## config.mk

```make
export PLATFORM = sky130hd
export DESIGN_NAME = bsg_fpu_decoder_pipe
export DESIGN_NICKNAME = d
export VERILOG_FILES = /design/src/rtl/bsg_fpu_pkg.sv /design/src/rtl/bsg_fpu_clz.sv /design/src/rtl/bsg_fpu_decoder_pipe.sv
export SDC_FILE = /design/constraint.sdc
export NUM_CORES = 1
export LEC_CHECK = 0
export ABC_CLOCK_PERIOD_IN_PS = 4500
export CAP_MARGIN = 20
export CORE_MARGIN = 3
export CORE_UTILIZATION = 44
export DETAILED_ROUTE_END_ITERATION = 12
export PLACE_DENSITY = 0.71
export SLEW_MARGIN = 20
export SYNTH_ARGS = -nofsm -noshare
export SYNTH_HDL_FRONTEND = slang
export SYNTH_HIERARCHICAL = 1
export SYNTH_SLANG_ARGS = --single-unit
```

## constraint.sdc

```tcl
create_clock -name clk_i -period 4.5 [get_ports clk_i]
set_clock_uncertainty 0.2 [all_clocks]
set_input_delay 1.35 -clock clk_i [delete_from_list [all_inputs] [get_ports clk_i]]
set_output_delay 1.35 -clock clk_i [all_outputs]
set_load 0.02 [all_outputs]
```

## src/rtl/bsg_fpu_pkg.sv

```systemverilog
// Shared definitions for the FPU decoder slice.
//   fpu_class_s     : per-lane classification flags carried through the pipe
//   ext_exp_width() : width of the extended (sign-capable) biased exponent
package bsg_fpu_pkg;

    typedef struct packed {
        logic zero;
        logic nan;
        logic sig_nan;
        logic infty;
        logic denormal;
    } fpu_class_s;

    // One extra bit so that a denormal's negative normalized exponent fits.
    function automatic int unsigned ext_exp_width(input int unsigned e);
        return e + 1;
    endfunction

endpackage

```

## src/rtl/bsg_fpu_clz.sv

```systemverilog
// Leading-zero counter for a mantissa field.
//   data_i  : value to scan, MSB first
//   count_o : number of leading zeros; equals width_p when data_i is zero
module bsg_fpu_clz #(
    parameter int unsigned width_p = 23
) (
    input  logic [width_p-1:0]         data_i,
    output logic [$clog2(width_p+1)-1:0] count_o
);

    localparam int unsigned cnt_w = $clog2(width_p + 1);

    logic found;

    always_comb begin
        count_o = cnt_w'(width_p);
        found   = 1'b0;
        for (int unsigned i = 0; i < width_p; i++) begin
            if (!found && data_i[width_p-1-i]) begin
                count_o = cnt_w'(i);
                found   = 1'b1;
            end
        end
    end

endmodule

```

## src/rtl/bsg_fpu_decoder_pipe.sv

```systemverilog
// Two-stage IEEE-754 operand decoder with valid/ready handshake.
// Stage 1 registers sign/exponent/mantissa, class flags and mantissa
// leading-zero count; stage 2 registers the normalized exponent/mantissa.
// Ports:
//   clk_i, reset_n_i (async active-low)
//   v_i/ready_o, a_i (els_p packed operands, lane 0 in LSBs), tag_i
//   v_o/ready_i, tag_o, per-lane flags zero_o nan_o sig_nan_o infty_o
//   denormal_o sign_o, exp_o (els_p x (e_p+1)), man_o (els_p x (m_p+1))
// Optional feature macro: BSG_FPU_DECODER_DAZ_EN adds daz_i
// (denormals-are-zero, sampled with v_i and carried with the transaction).
module bsg_fpu_decoder_pipe
    import bsg_fpu_pkg::*;
#(
    parameter int unsigned e_p         = 8,
    parameter int unsigned m_p         = 23,
    parameter int unsigned els_p       = 1,
    parameter int unsigned tag_width_p = 4
) (
    input  logic                           clk_i,
    input  logic                           reset_n_i,
    input  logic                           v_i,
    output logic                           ready_o,
    input  logic [els_p*(e_p+m_p+1)-1:0]   a_i,
    input  logic [tag_width_p-1:0]         tag_i,
`ifdef BSG_FPU_DECODER_DAZ_EN
    input  logic                           daz_i,
`endif
    output logic                           v_o,
    input  logic                           ready_i,
    output logic [tag_width_p-1:0]         tag_o,
    output logic [els_p-1:0]               zero_o,
    output logic [els_p-1:0]               nan_o,
    output logic [els_p-1:0]               sig_nan_o,
    output logic [els_p-1:0]               infty_o,
    output logic [els_p-1:0]               denormal_o,
    output logic [els_p-1:0]               sign_o,
    output logic [els_p*(e_p+1)-1:0]       exp_o,
    output logic [els_p*(m_p+1)-1:0]       man_o
);

    localparam int unsigned word_w = e_p + m_p + 1;
    localparam int unsigned ew     = ext_exp_width(e_p);
    localparam int unsigned lzw    = $clog2(m_p + 1);

    logic s1_v, s2_v;
    logic s1_load, s2_load;
    logic [tag_width_p-1:0] s1_tag, s2_tag;

    // A stage loads when empty or when the stage after it is taking data.
    assign s2_load = ~s2_v | ready_i;
    assign s1_load = ~s1_v | s2_load;
    assign ready_o = s1_load;
    assign v_o     = s2_v;
    assign tag_o   = s2_tag;

    always_ff @(posedge clk_i or negedge reset_n_i) begin
        if (!reset_n_i) begin
            s1_v <= 1'b0;
            s2_v <= 1'b0;
        end else begin
            if (s1_load) s1_v <= v_i;
            if (s2_load) s2_v <= s1_v;
        end
    end

    always_ff @(posedge clk_i) begin
        if (s1_load) s1_tag <= tag_i;
        if (s2_load) s2_tag <= s1_tag;
    end

`ifdef BSG_FPU_DECODER_DAZ_EN
    logic s1_daz;
    always_ff @(posedge clk_i) begin
        if (s1_load) s1_daz <= daz_i;
    end
`endif

    for (genvar l = 0; l < els_p; l++) begin : lane
        logic             sign_f;
        logic [e_p-1:0]   exp_f;
        logic [m_p-1:0]   man_f;
        fpu_class_s       cls;
        logic [lzw-1:0]   lz;

        logic             s1_sign;
        logic [e_p-1:0]   s1_exp;
        logic [m_p-1:0]   s1_man;
        fpu_class_s       s1_cls;
        logic [lzw-1:0]   s1_lz;

        fpu_class_s       cls2;
        logic [ew-1:0]    norm_exp;
        logic [m_p:0]     norm_man;

        logic             s2_sign;
        fpu_class_s       s2_cls;
        logic [ew-1:0]    s2_exp;
        logic [m_p:0]     s2_man;

        assign {sign_f, exp_f, man_f} = a_i[l*word_w +: word_w];

        always_comb begin
            cls          = '0;
            cls.zero     = (exp_f == '0) && (man_f == '0);
            cls.denormal = (exp_f == '0) && (man_f != '0);
            cls.infty    = (exp_f == '1) && (man_f == '0);
            cls.nan      = (exp_f == '1) && (man_f != '0);
            cls.sig_nan  = cls.nan && !man_f[m_p-1];
        end

        bsg_fpu_clz #(.width_p(m_p)) clz (
            .data_i  (man_f),
            .count_o (lz)
        );

        always_ff @(posedge clk_i) begin
            if (s1_load) begin
                s1_sign <= sign_f;
                s1_exp  <= exp_f;
                s1_man  <= man_f;
                s1_cls  <= cls;
                s1_lz   <= lz;
            end
        end

        // Normalize shifter: denormals shift their first set bit into the
        // hidden-one position and take exponent -lz.
        always_comb begin
            cls2     = s1_cls;
            norm_exp = {1'b0, s1_exp};
            norm_man = {1'b1, s1_man};
            if (s1_cls.zero) begin
                norm_exp = '0;
            end else if (s1_cls.denormal) begin
                norm_exp = ew'(0) - ew'(s1_lz);
                norm_man = {m_p'(s1_man << s1_lz), 1'b0};
            end
`ifdef BSG_FPU_DECODER_DAZ_EN
            if (s1_daz && s1_cls.denormal) begin
                cls2.zero     = 1'b1;
                cls2.denormal = 1'b0;
                norm_exp      = '0;
                norm_man      = {1'b1, {m_p{1'b0}}};
            end
`endif
        end

        always_ff @(posedge clk_i) begin
            if (s2_load) begin
                s2_sign <= s1_sign;
                s2_cls  <= cls2;
                s2_exp  <= norm_exp;
                s2_man  <= norm_man;
            end
        end

        assign zero_o[l]              = s2_cls.zero;
        assign nan_o[l]               = s2_cls.nan;
        assign sig_nan_o[l]           = s2_cls.sig_nan;
        assign infty_o[l]             = s2_cls.infty;
        assign denormal_o[l]          = s2_cls.denormal;
        assign sign_o[l]              = s2_sign;
        assign exp_o[l*ew +: ew]      = s2_exp;
        assign man_o[l*(m_p+1) +: m_p+1] = s2_man;
    end

endmodule

```

==> metrics.csv, run 1 <==
metric,value,unit
post-synthesis cell area,4652,um^2
"Slowest-stage cell, CP",clkdlybuf4s50_1,
CTS buffer count,9,
# H-tree levels,3,
crit path max fanout,2,
fin crit share,0.9103,
# IOs,85,
max incr delay on CP,0.61,ns
CTS max path bufs,2,
Die ar.,11840,um^2
Cells after Synth,362,
Lkg Pwr,2.057,nW
cell count after placement,564,
Post-Syn Nets,403,
outcome,"finished, final reports clean",
synthesized flop and latch total,91,
post-synth cell types,59,
hold_buf cts,0,
Hold Fails Final Rpt,0,
Max rail drop VDD,0.1789,mV
detailed-route via count,3344,
WS Path Type,input pin to primary output,
"worst slack, placed",0.3989,ns
DR pass1 iterations,5,
initial antenna violation count,0,
first-pass GRT wire length,16800,um
Post-synth EDFFs,89,
via/cell ratio,5.766,
post-route ant nets,0,
Remaining DRCs,0,
Layout Nets,483,
share of cells above drive strength 1,0.1119,
Port Buffer Count,84,
most frequent CP cell,clkdlybuf4s50_1,
routed wire length per instance,18.86,um
Final Core Density,0.5797,
postcts setup bufs,0,
WP data arrival,2.55,ns
Worst-Margin Slew,1.010,ns
post-route insts no fill,580,
post-layout min period,4.096,ns
Crit path required time,2.95,ns
clock sinks,91,
CTS root buf,clkbuf_8,
clock slew at reported path FFs,0.09,ns
Area Growth Syn to Fin,25.17,%
CTS tree,built,
Pwr Density,374.4,nW/um^2
Final setup viols,0,
CP cell instances,"clkdlybuf4s50_1, nand3b_1, clkdlybuf4s50_1",
Hold Path Class,register to register,
sequential cell area fraction in the yosys report,0.5853,
post-cts gate resize count,0,
"commonest non-fill, non-tap cells in the layout","edfxtp_1, clkdlybuf4s50_1, nand2_1",
Setup WS post-layout,0.4037,ns
core area,10040,um^2
synth warn,6,
Ant. Diodes,0,
DRT iter0 DRCs,269,
Routed WL,10940,um
switching power,0.6023,mW
Congestion Overflow GR,0,
top_reg_cell synth,edfxtp_1,
Clk network pwr share,0.273,
chip height,108.8,um
initial core utilization,0.4631,
Int Pwr,1.578,mW
Total GRT Usage,0.1888,
"Avg Cell Area, Syn",12.85,um^2
gp weighted congestion,0.9060,
Post-synth ARST share,0.02198,
unrepaired setup endpoints after global routing,no,
upper clock frequency limit,244.1,MHz
Worst Setup Start Kind,input pin,
Worst slew margin,0.3269,
register share of total power,0.499,
max-cap violations,0,
clk_lat worst skew,0.37,ns
Sw Ratio,0.2763,
setup_tns,0,ns
combinational cell fraction of total power,0.228,
endpoint class of the critical path,primary output,
Rows,36,
Pins Over Slew Limit,0,
vias in the first global route,3155,
DPL Wire Length,7919,um
"leading cell type in the layout, fill and taps excluded",edfxtp_1,
pin count of the biggest net entering global routing,48,
Die X,108.8,um
==> stage by stage <==
| step | power, mW | cell area [um^2] | hold slack (ns) |
|---|---|---|---|
| 2_1_floorplan | 1.390 | 4652 | 0.2003 |
| 3_3_place_gp | 1.594 | 5608 | 0.2012 |
| 3_5_place_dp | 1.601 | 5608 | 0.2061 |
| 4_1_cts | 2.192 | 5823 | 0.2289 |
| 5_1_grt | 2.270 | 5823 | 0.2375 |
| 6_report | 2.180 | 5823 | 0.2287 |
==> synthesized netlist by cell type, types with 4 or more instances <==
library cell,count,share of area
o21ai_0,16,0.017
a22o_1,5,0.0094
nor3_1,10,0.011
nor2b_1,5,0.0067
nor4_1,9,0.012
buf_2,4,0.0043
edfxtp_1,89,0.57
inv_1,9,0.0073
a21oi_1,15,0.016
nand2b_1,6,0.0081
mux2i_1,25,0.054
nand3_1,6,0.0065
nand2_1,33,0.027
clkbuf_1,11,0.0089
nor2_1,31,0.025
mux4_2,14,0.068
a21o_1,5,0.0081
a221o_1,4,0.0086
==> path summary, 6_finish.rpt <==
| kind | startpoint | cells past startpoint | end | slack (ns) |
|---|---|---|---|---|
| worst max-delay path | ready_i | 3 | ready_o | 0.40 |
| worst min-delay path | lane[0].cls2[3]$_DFFE_PP_ | 0 | nan_o$_DFFE_PP_ | 0.23 |
| worst max register to register | lane[0].s1_lz[2]$_DFFE_PP_ | 4 | man_o[21]$_DFFE_PP_ | 1.51 |
| worst min register to register | lane[0].cls2[3]$_DFFE_PP_ | 0 | nan_o$_DFFE_PP_ | 0.23 |
| max in group asynchronous | reset_n_i | 1 | s1_v$_DFFE_PN0P_ | 3.04 |
| min in group asynchronous | reset_n_i | 1 | v_o$_DFFE_PN0P_ | 0.94 |
==> power groups by stage <==
stage | clock network [mW] | registers [mW] | logic [mW]
6_report | 0.596 | 1.09 | 0.496
2_1_floorplan | 0 | 1.14 | 0.247
5_1_grt | 0.640 | 1.10 | 0.533
3_5_place_dp | 0 | 1.11 | 0.494
4_1_cts | 0.607 | 1.09 | 0.496
3_3_place_gp | 0 | 1.10 | 0.491
==> worst max-delay path, delay by kind of cell <==
kind / cells / cell delay (ns)
AND/OR/NAND/NOR: 1 / 0.12
buffers and inverters: 2 / 1.07
==> registers in the layout, indices dropped and copies added, names as in the netlist, 4 cells and up <==
register / count
lane.s1_man: 23
s1_tag: 4
lane.s1_exp: 8
tag_o: 4
exp_o: 9
lane.s1_lz: 5
lane.cls2: 5
man_o: 24
==> layer usage <==
layer	vias to the layer above	track usage	wire (um)
met4	0	0.05771	197
met3	14	0.03434	539
met2	121	0.2935	5245
met5	-	0	0
li1	1574	-	-
met1	1635	0.2720	4954
==> cells by family (layout without fill, tap and decap cells) <==
kind of cell | Yosys count | count (layout) | synth area share
flip-flops | 91 | 91 | 0.5853
buffers and inverters | 29 | 114 | 0.02690
XOR/XNOR | 3 | 3 | 0.005649
AND/OR/NAND/NOR | 122 | 122 | 0.1374
multiplexers | 42 | 42 | 0.1288
adder cells (fa/ha/maj) | 1 | 1 | 0.002689
AO/OA/AOI/OAI | 74 | 74 | 0.1132
==> cell type report <==
cell class / count / area (um^2)
sequential: 91 / 2723
timing repair buffer: 89 / 878.3
fill: 830 / 4222
multi-input combinational: 242 / 1807
tap: 133 / 166.4
clock inverter: 6 / 87.58
inverter: 9 / 33.78
clock buffer: 10 / 127.6
Note: power is estimated with default switching activity, not from simulation.
==> run 2, diff against run 1 <==
PLACE_DENSITY = 0.69   (was 0.71)
==> run 2 against run 1 <==
Effect of this change: first-iteration DRC count increased by 2.6%; critical endpoint unchanged; count of clock-buffer cells in the layout increased by 3; final cell count increased by 0.17%; clock power decreased by 14%.
==> metrics.csv, run 2 (synthesis gave the netlist of run 1 again) <==
metric,value,unit,change
Met1 Routed Length,4638,um,-6.4%
"worst slack, placed",0.3828,ns,-0.01606 ns
first-pass GRT wire length,17220,um,+2.5%
postcts setup bufs,0,,unchanged
"Slowest-stage cell, CP",clkdlybuf4s50_1,,
register share of total power,0.521,,+0.022
endpoint class of the critical path,primary output,,
Crit path required time,2.95,ns,about the same
switching power,0.5884,mW,-2.3%
Port Buffer Count,84,,unchanged
Rows,36,,unchanged
clock slew at reported path FFs,0.08,ns,about the same
chip height,108.8,um,unchanged
DR pass1 iterations,5,,unchanged
CP cell instances,"clkdlybuf4s50_1, nand3b_1, clkdlybuf4s50_1",,
clk_lat worst skew,0.37,ns,about the same
initial antenna violation count,0,,unchanged
Pins Over Slew Limit,0,,unchanged
max FFs per register,24,,unchanged
Clk network pwr share,0.245,,-0.028
Die ar.,11840,um^2,unchanged
CTS root buf,clkbuf_8,,
CTS max path bufs,2,,unchanged
Worst slew margin,0.3849,,+0.05802
Sw Ratio,0.2804,,+0.004117
share of cells above drive strength 1,0.1138,,+0.001982
fill count,802,,-3.4%
Setup WS post-layout,0.3899,ns,-0.01376 ns
# H-tree levels,3,,unchanged
upper clock frequency limit,243.3,MHz,-0.34%
fin crit share,0.9134,,+0.003059
post-layout min period,4.110,ns,+0.01376 ns
"leading cell type in the layout, fill and taps excluded",edfxtp_1,,
Final setup viols,0,,unchanged
via/cell ratio,5.768,,about the same
routed wire length per instance,18.84,um,about the same
Hold Fails Final Rpt,0,,unchanged
CTS tree,built,,
Routed WL,10950,um,+0.10%
max-cap violations,0,,unchanged
Remaining DRCs,0,,unchanged
met2 wire length,5203,um,-0.80%
detailed-route via count,3351,,+0.21%
worst path bufs/invs,2,,unchanged
outcome,"finished, final reports clean",,
core area,10040,um^2,unchanged
clock sinks,91,,unchanged
vias in the first global route,3201,,+1.5%
DPL Wire Length,8208,um,+3.7%
gp weighted congestion,0.9052,,about the same
initial core utilization,0.4631,,unchanged
# IOs,85,,unchanged
Layout Nets,484,,+0.21%
Area after DPL,5615,um^2,+0.13%
post-cts gate resize count,0,,unchanged
WS Path Type,input pin to primary output,,
Worst-Margin Slew,0.9226,ns,-0.08703 ns
most frequent CP cell,clkdlybuf4s50_1,,
post-route ant nets,0,,unchanged
Total GRT Usage,0.1939,,+0.005110
unrepaired setup endpoints after global routing,no,,
Die X,108.8,um,unchanged
post-route cell area,5806,um^2,-0.30%
hold_buf cts,0,,unchanged
setup_tns,0,ns,unchanged
combinational cell fraction of total power,0.234,,+0.006
Max rail drop VDD,0.1569,mV,-12%
max layer used,met4,,
crit path max fanout,2,,unchanged
DR WL met3,792,um,+47%
Hold Path Class,register to register,,
WP data arrival,2.56,ns,about the same
Area Growth Syn to Fin,24.80,%,
max incr delay on CP,0.61,ns,about the same
CTS buffer count,9,,unchanged
Congestion Overflow GR,0,,unchanged
Pwr Density,361.5,nW/um^2,-3.5%
Ant. Diodes,0,,unchanged
DRT iter0 DRCs,276,,+2.6%
Lkg Pwr,2.047,nW,-0.50%
"commonest non-fill, non-tap cells in the layout","edfxtp_1, clkdlybuf4s50_1, nand2_1",,
Top delay family on crit path,buffers and inverters,,
Worst Setup Start Kind,input pin,,
Int Pwr,1.510,mW,-4.3%
pin count of the biggest net entering global routing,48,,unchanged
[run 2: changes by cell type in the layout (fill, tap and decap cells not counted), sizes merged]
cell / before / now
buf: 5 / 6
bufinv: 2 / 0
clkbuf: 10 / 13
clkinvlp: 0 / 1
inv: 11 / 9
[run 2: layer usage]
metal  vias up  track usage
met2       153       0.2913
met3        20      0.02546
li1       1571            -
met1      1607       0.2780
met5         -            0
met4         0      0.09829
[run 2: metrics by stage]
stage / hold slack (ns) / power [mW] / std cells / util
finish: 0.2264 / 2.099 / 581 / 0.5780
global route: 0.2339 / 2.196 / 581 / 0.5780
CTS: 0.2271 / 2.120 / 581 / 0.5780
detailed placement: 0.2045 / 1.603 / 565 / 0.5590
global placement: 0.2014 / 1.596 / 565 / 0.5590
floorplan: 0.2003 / 1.390 / 362 / -
[run 2: area by class of cell]
| class | instances | area [um^2] | share of cell area |
|---|---|---|---|
| Sequential cell | 91 | 2723 | 0.4690 |
| Multi-Input combinational cell | 242 | 1807 | 0.3112 |
| Timing Repair Buffer | 90 | 885.9 | 0.1526 |
| Clock buffer | 13 | 168.9 | 0.02909 |
| Tap cell | 133 | 166.4 | 0.02866 |
| Inverter | 9 | 33.78 | 0.005819 |
| Clock inverter | 3 | 21.27 | 0.003664 |
[run 2: path summary, 6_finish.rpt]
| kind | from | endpoint | slack [ns] | cells after the start |
|---|---|---|---|---|
| max | ready_i | ready_o | 0.39 | 3 |
| min in group asynchronous | reset_n_i | s1_v$_DFFE_PN0P_ | 0.93 | 1 |
| min | s1_tag[1]$_DFFE_PP_ | tag_o[1]$_DFFE_PP_ | 0.23 | 0 |
| min reg2reg | s1_tag[1]$_DFFE_PP_ | tag_o[1]$_DFFE_PP_ | 0.23 | 0 |
| max in group asynchronous | reset_n_i | v_o$_DFFE_PN0P_ | 3.05 | 1 |
| max reg2reg | lane[0].s1_lz[0]$_DFFE_PP_ | man_o[23]$_SDFFCE_PP1P_ | 1.44 | 5 |
[run 2: power groups by stage]
stage          combinational [mW]  clock (mW)  sequential (mW)
3_5_place_dp                0.492           0             1.11
6_report                    0.491       0.515             1.09
2_1_floorplan               0.247           0             1.14
5_1_grt                     0.530       0.562             1.10
4_1_cts                     0.493       0.534             1.09
3_3_place_gp                0.487           0             1.11
[run 2: worst register-to-register path: stages, from the launching register on]
cell	delay (ns)
edfxtp_1	0.96
buf_4	0.41
mux4_2	0.56
a211oi_1	0.41
nand2_1	0.09
a21o_1	0.19
